## src/rtl/fetch_unit_if.sv

```systemverilog
// -----------------------------------------------------------------------------
// fetch_unit_if
// Groups the fetch stage's control, instruction-memory and decode-handshake
// signals.
//   start      : one-cycle pulse that begins fetching
//   pc         : address to the instruction memory
//   res_ins    : instruction returned combinationally for pc
//   ir         : registered instruction presented downstream
//   ir_valid   : ir holds an instruction not yet accepted
//   dec_ready  : downstream accepts ir this cycle
//   halted     : fetch stopped on a reserved opcode
//   issue_cnt  : saturating count of accepted instructions
// master = fetch unit side, slave = memory/decode/control side.
// -----------------------------------------------------------------------------
interface fetch_unit_if #(
  parameter int PC_W  = 4,
  parameter int INS_W = 9,
  parameter int CNT_W = 8
);
  logic             start;
  logic [PC_W-1:0]  pc;
  logic [INS_W-1:0] res_ins;
  logic [INS_W-1:0] ir;
  logic             ir_valid;
  logic             dec_ready;
  logic             halted;
  logic [CNT_W-1:0] issue_cnt;

  modport master (
    input  start, res_ins, dec_ready,
    output pc, ir, ir_valid, halted, issue_cnt
  );

  modport slave (
    output start, res_ins, dec_ready,
    input  pc, ir, ir_valid, halted, issue_cnt
  );
endinterface

```

## src/rtl/fetch_unit.sv

```systemverilog
// -----------------------------------------------------------------------------
// fetch_unit
// Instruction-fetch stage owning the program counter. Drives pc to the
// instruction memory, captures the returned word into the IR and offers it
// downstream on a valid/ready handshake. A word with its top bit set is a
// reserved opcode: it is never issued and the unit halts with pc left on it.
// Ports:
//   clk_i : rising-edge clock
//   rst_i : asynchronous active-high reset
//   bus   : fetch_unit_if master modport (see interface header)
// Parameters must match those of the connected interface.
// -----------------------------------------------------------------------------
module fetch_unit #(
  parameter int PC_W  = 4,
  parameter int INS_W = 9,
  parameter int CNT_W = 8
) (
  input  logic         clk_i,
  input  logic         rst_i,
  fetch_unit_if.master bus
);

  localparam logic [INS_W-1:0] NOOP = INS_W'(9'h0C0);

  typedef enum logic [1:0] {
    IDLE,
    RUN,
    HALT
  } state_t;

  state_t           state_q, state_d;
  logic [PC_W-1:0]  pc_q, pc_d;
  logic [INS_W-1:0] ir_q, ir_d;
  logic             ir_valid_q, ir_valid_d;
  logic [CNT_W-1:0] cnt_q, cnt_d;
  logic             xfer;
  logic             load;

  assign xfer = ir_valid_q & bus.dec_ready;
  assign load = ~ir_valid_q | bus.dec_ready;

  always_comb begin
    state_d    = state_q;
    pc_d       = pc_q;
    ir_d       = ir_q;
    ir_valid_d = ir_valid_q;
    cnt_d      = cnt_q;

    // Acceptance is independent of state so a pending IR drains in HALT too.
    if (xfer) begin
      ir_valid_d = 1'b0;
      if (cnt_q != {CNT_W{1'b1}}) begin
        cnt_d = cnt_q + 1'b1;
      end
    end

    case (state_q)
      IDLE: begin
        if (bus.start) begin
          state_d = RUN;
        end
      end
      RUN: begin
        // The halt word is recognised as soon as pc points at it, even while
        // a stalled IR is still waiting; pc stays on the halt word.
        if (bus.res_ins[INS_W-1]) begin
          state_d = HALT;
        end else if (load) begin
          ir_d       = bus.res_ins;
          ir_valid_d = 1'b1;
          pc_d       = pc_q + 1'b1;
        end
      end
      HALT: begin
      end
      default: begin
        state_d = IDLE;
      end
    endcase
  end

  always_ff @(posedge clk_i or posedge rst_i) begin
    if (rst_i) begin
      state_q    <= IDLE;
      pc_q       <= '0;
      ir_q       <= NOOP;
      ir_valid_q <= 1'b0;
      cnt_q      <= '0;
    end else begin
      state_q    <= state_d;
      pc_q       <= pc_d;
      ir_q       <= ir_d;
      ir_valid_q <= ir_valid_d;
      cnt_q      <= cnt_d;
    end
  end

  assign bus.pc        = pc_q;
  assign bus.ir        = ir_q;
  assign bus.ir_valid  = ir_valid_q;
  assign bus.halted    = (state_q == HALT);
  assign bus.issue_cnt = cnt_q;

endmodule
```

## src/flat_wrapper.sv

```systemverilog
// flat-port wrapper written by rule: the top's interface ports become plain ports
module fetch_unit_flat 
#(
  parameter int PC_W  = 4,
  parameter int INS_W = 9,
  parameter int CNT_W = 8
)
  (clk_i, rst_i, bus_start, bus_res_ins, bus_dec_ready, bus_pc, bus_ir, bus_ir_valid, bus_halted, bus_issue_cnt);
  fetch_unit_if #(.PC_W(PC_W), .INS_W(INS_W), .CNT_W(CNT_W)) bus_i ();
  input  logic clk_i;
  input  logic rst_i;
  input wire logic [$bits(bus_i.start)-1:0] bus_start;
  input wire logic [$bits(bus_i.res_ins)-1:0] bus_res_ins;
  input wire logic [$bits(bus_i.dec_ready)-1:0] bus_dec_ready;
  output wire logic [$bits(bus_i.pc)-1:0] bus_pc;
  output wire logic [$bits(bus_i.ir)-1:0] bus_ir;
  output wire logic [$bits(bus_i.ir_valid)-1:0] bus_ir_valid;
  output wire logic [$bits(bus_i.halted)-1:0] bus_halted;
  output wire logic [$bits(bus_i.issue_cnt)-1:0] bus_issue_cnt;
  assign bus_i.start = bus_start;
  assign bus_i.res_ins = bus_res_ins;
  assign bus_i.dec_ready = bus_dec_ready;
  assign bus_pc = bus_i.pc;
  assign bus_ir = bus_i.ir;
  assign bus_ir_valid = bus_i.ir_valid;
  assign bus_halted = bus_i.halted;
  assign bus_issue_cnt = bus_i.issue_cnt;
  fetch_unit #(.PC_W(PC_W), .INS_W(INS_W), .CNT_W(CNT_W)) u_core (.clk_i(clk_i), .rst_i(rst_i), .bus(bus_i));
endmodule
```

## config.mk

```make
export PLATFORM = sky130hd
export DESIGN_NAME = fetch_unit_flat
export DESIGN_NICKNAME = d
export VERILOG_FILES = /design/src/rtl/fetch_unit_if.sv /design/src/rtl/fetch_unit.sv /design/src/flat_wrapper.sv
export SDC_FILE = /design/constraint.sdc
export NUM_CORES = 1
export LEC_CHECK = 0
export BUFFER_PORTS_ARGS = -buffer_cell sky130_fd_sc_hd__buf_2
export CELL_PAD_IN_SITES_DETAIL_PLACEMENT = 0
export CELL_PAD_IN_SITES_GLOBAL_PLACEMENT = 1
export CORE_UTILIZATION = 37
export CTS_BUF_LIST = sky130_fd_sc_hd__clkbuf_4 sky130_fd_sc_hd__clkbuf_8 sky130_fd_sc_hd__clkbuf_16
export DETAILED_ROUTE_END_ITERATION = 16
export HOLD_SLACK_MARGIN = 0.12
export PLACE_DENSITY_LB_ADDON = 0.05
export REMOVE_ABC_BUFFERS = 1
export SYNTH_ARGS = -nofsm -noshare
export SYNTH_HDL_FRONTEND = slang
export SYNTH_SLANG_ARGS = --single-unit
```

## constraint.sdc

```tcl
create_clock -name clk_i -period 1.9 [get_ports clk_i]
set_clock_uncertainty 0.1 [all_clocks]
set_input_delay 0.475 -clock clk_i [delete_from_list [all_inputs] [get_ports clk_i]]
set_output_delay 0.475 -clock clk_i [all_outputs]
set_load 0.01 [all_outputs]
```

==> flow_metrics.py <==
metrics = {
    "outcome": {
        "status": "finished, final reports clean",
    },
    "sta": {
        "min_period_over_period": 0.938,
        "setup_tns_ns": 0,
        "finalCriticalPeriod_ns": 1.78,
        "final-hold-violation-count": 0,
        "hold_slack_ns": 0.299,
        "setup_slack_ns": 0.117,
        "rsz_0062_raised_after_global_routing": "false",
        "final-setup-viol-count": 0,
        "clock.fmax_mhz": 561,
        "final-max-slew-violation-count": 0,
    },
    "yosys": {
        "yosys-top-cells-area": "dfrtp_1 50%, mux2_4 10%, mux2_2 5.4%",
        "yosys_reg_bits": 23,
        "postSynth.asyncResetShare": 1.00,
        "avgSynthCellArea_sq_um": 12.5,
        "synth_area_leader_cell": "dfrtp_1",
        "ys.warnings.count": 0,
        "post_synth_num_cell_types": 30,
        "synth-edff-count": 0,
        "synthTopCellsByCount": "21 x dfrtp_1, 7 x mux2_4, 6 x nand2_1",
        "netlist_instances": 84,
        "synth_most_common_cell": "dfrtp_1",
        "synth_flop_cell": "dfrtp_1",
        "yosysTopAreaCellShare": 0.500,
        "synth-seq-area-share": 0.550,
        "mappedNetlistArea_sq_um": 1050,
    },
    "final_layout": {
        "num-fill-cells": 247,
        "synth_to_layout_area_growth_pct": 22.5,
        "number_of_standard_cells_in_the_final_layout_excluding_fillers": 152,
        "finalCoreUtilization": 0.497,
        "final_net_count": 138,
        "drive_gt1_frac": 0.451,
        "stdcell_area_sq_um": 1290,
        "n_antenna_cell": 0,
    },
    "global_routing": {
        "grt_pass1_vias": 713,
        "antenna_found_initial": 0,
        "grt_first_pass_wirelength_um": 3160,
        "grt_start_max_net_pins": 24,
        "grt_usage": 0.129,
        "global_route.overflow_total": 0,
    },
    "floorplan": {
        "die-area_sq_um": 3060,
        "placement_rows": 18,
        "die-height_um": 55.3,
        "floorplan.initialDensity": 0.406,
        "core_footprint_sq_um": 2590,
        "boundaryPins": 36,
        "chipWidth_um": 55.3,
    },
    "power": {
        "switchingPower_uw": 606,
        "post-layout-total-power_mw": 1.80,
        "sequentialPowerShare": 0.478,
        "share_clk_of_total_power": 0.126,
        "vdd_ir_drop_max_mv": 0.830,
        "p_comb_frac": 0.396,
        "cellLeakagePower_nw": 0.676,
        "internal-power_mw": 1.19,
        "power-per-cell-area_nw_per_um2": 1400,
        "switching_share": 0.337,
    },
    "route": {
        "wirelength_um": 1800,
        "firstDrtPassIters": 4,
        "via_count": 723,
        "drt_drc_violations_left": 0,
        "drt-initial-drc-count": 8,
        "ant_nets": 0,
        "avgRoutedWirePerCell_um": 11.9,
        "via_density_per_instance": 4.76,
    },
    "worst_hold_path": {
        "hold-path-cell-count": 2,
        "hold_class": "in2reg",
    },
    "cts": {
        "cts-hold-fix-buffers": 1,
        "cts_setup_buffers": 0,
        "clk_latency_worst_skew_pair_ns": 0.30,
        "clock_sink_count": 23,
        "clk_root_buffer_cell": "clkbuf_4",
        "cts.clk_slew.worst_paths_ns": 0.12,
        "buffer_levels_on_the_longest_clock_path": 2,
        "clock_tree.htree_level_count": 1,
        "cts_tree": "yes",
        "postCtsResizedCells": 0,
        "cts_buffers": 3,
    },
    "worst_setup_path": {
        "critPathArrivalTime_ns": 1.87,
        "setup.worst_path.end_class": "flop",
        "r2r.worst_path.cells": 5,
        "critPathMaxFanout": 4,
        "cp-start-kind": "flop",
        "critical_path_class": "reg2reg",
        "worstPathRequired_ns": 1.99,
    },
    "placement": {
        "dp_hpwl_um": 1350,
        "placement.cell_area_sq_um": 1250,
        "portBuffers": 34,
        "placed_instances": 147,
        "place_worst_setup_slack_ns": 0.107,
        "global_placer_s_final_weighted_congestion": 0.700,
    },
    "run": {
        "timing.max_cap.violations": 0,
    },
}
-- final timing paths --
path,to,slack [ns],from
max in group asynchronous,u_core.bus.ir[6],0.78,rst_i
min in group asynchronous,u_core.bus.ir[1],0.64,rst_i
max,u_core.bus.issue_cnt[1],0.12,u_core.bus.issue_cnt[0]
min reg2reg,u_core.bus.pc[3],0.38,u_core.bus.pc[3]
min,u_core.bus.ir[7],0.30,bus_res_ins[7]
max reg2reg,u_core.bus.issue_cnt[1],0.12,u_core.bus.issue_cnt[0]
-- area by class of cell --
class                      count  area, sq um  share of cell area
clock buffer                   4         30.0              0.0233
timing repair buffer          36          188               0.146
multi-input combinational     55          439               0.341
tap                           30         37.5              0.0292
sequential                    23          578               0.449
inverter                       4         15.0              0.0117
-- critical path: stages (launching register included) --
cell	delay, ns
dfrtp_1	0.42
ha_1	0.20
nand2_1	0.09
or3_1	0.41
nand2_1	0.13
mux2_2	0.34
-- power by group through the flow --
stage / Sequential (mW) / Clock [mW] / Combinational (mW)
5_1_grt: 0.899 / 0.264 / 0.788
3_5_place_dp: 0.875 / 0 / 0.716
3_3_place_gp: 0.866 / 0 / 0.711
2_1_floorplan: 0.949 / 0 / 0.372
4_1_cts: 0.863 / 0.243 / 0.724
6_report: 0.861 / 0.228 / 0.713
-- cell families after synthesis --
| group | after synthesis | share of synthesized area |
|---|---|---|
| xor gates and xnor gates | 4 | 0.0333 |
| muxes | 14 | 0.173 |
| other | 1 | 0.00357 |
| AOI/OAI and AO/OA | 5 | 0.0262 |
| adders and majority gates | 2 | 0.0238 |
| DFF | 23 | 0.550 |
| buffers and inverters | 6 | 0.0321 |
| and+or+nand+nor | 29 | 0.158 |
-- per-layer routing --
metal,vias up,track usage,wire length (um)
li1,360,-,-
met5,-,0,0
met4,0,0.0536,13
met1,339,0.177,856
met3,2,0.0351,105
met2,22,0.191,826
-- layout by cell type, fill, tap and decap left out, types with 2 or more instances in the layout --
cell type	count
nand2_1	6
nor2_1	5
dfstp_2	2
nand3_1	2
mux2_4	7
xnor2_1	2
xor2_1	2
nand4_1	2
buf_2	34
nand2b_1	3
a21oi_1	4
clkbuf_4	4
inv_1	4
ha_1	2
mux2_2	5
dfrtp_1	21
mux2i_1	2
-- sequential cells by signal, indices dropped and copies added, names as in the netlist --
signal / cells
u_core.bus.pc: 4
u_core.bus.ir: 8
u_core.bus.ir_valid: 1
u_core.state_q: 2
u_core.bus.issue_cnt: 8
Power figures use the tool's default switching activity.
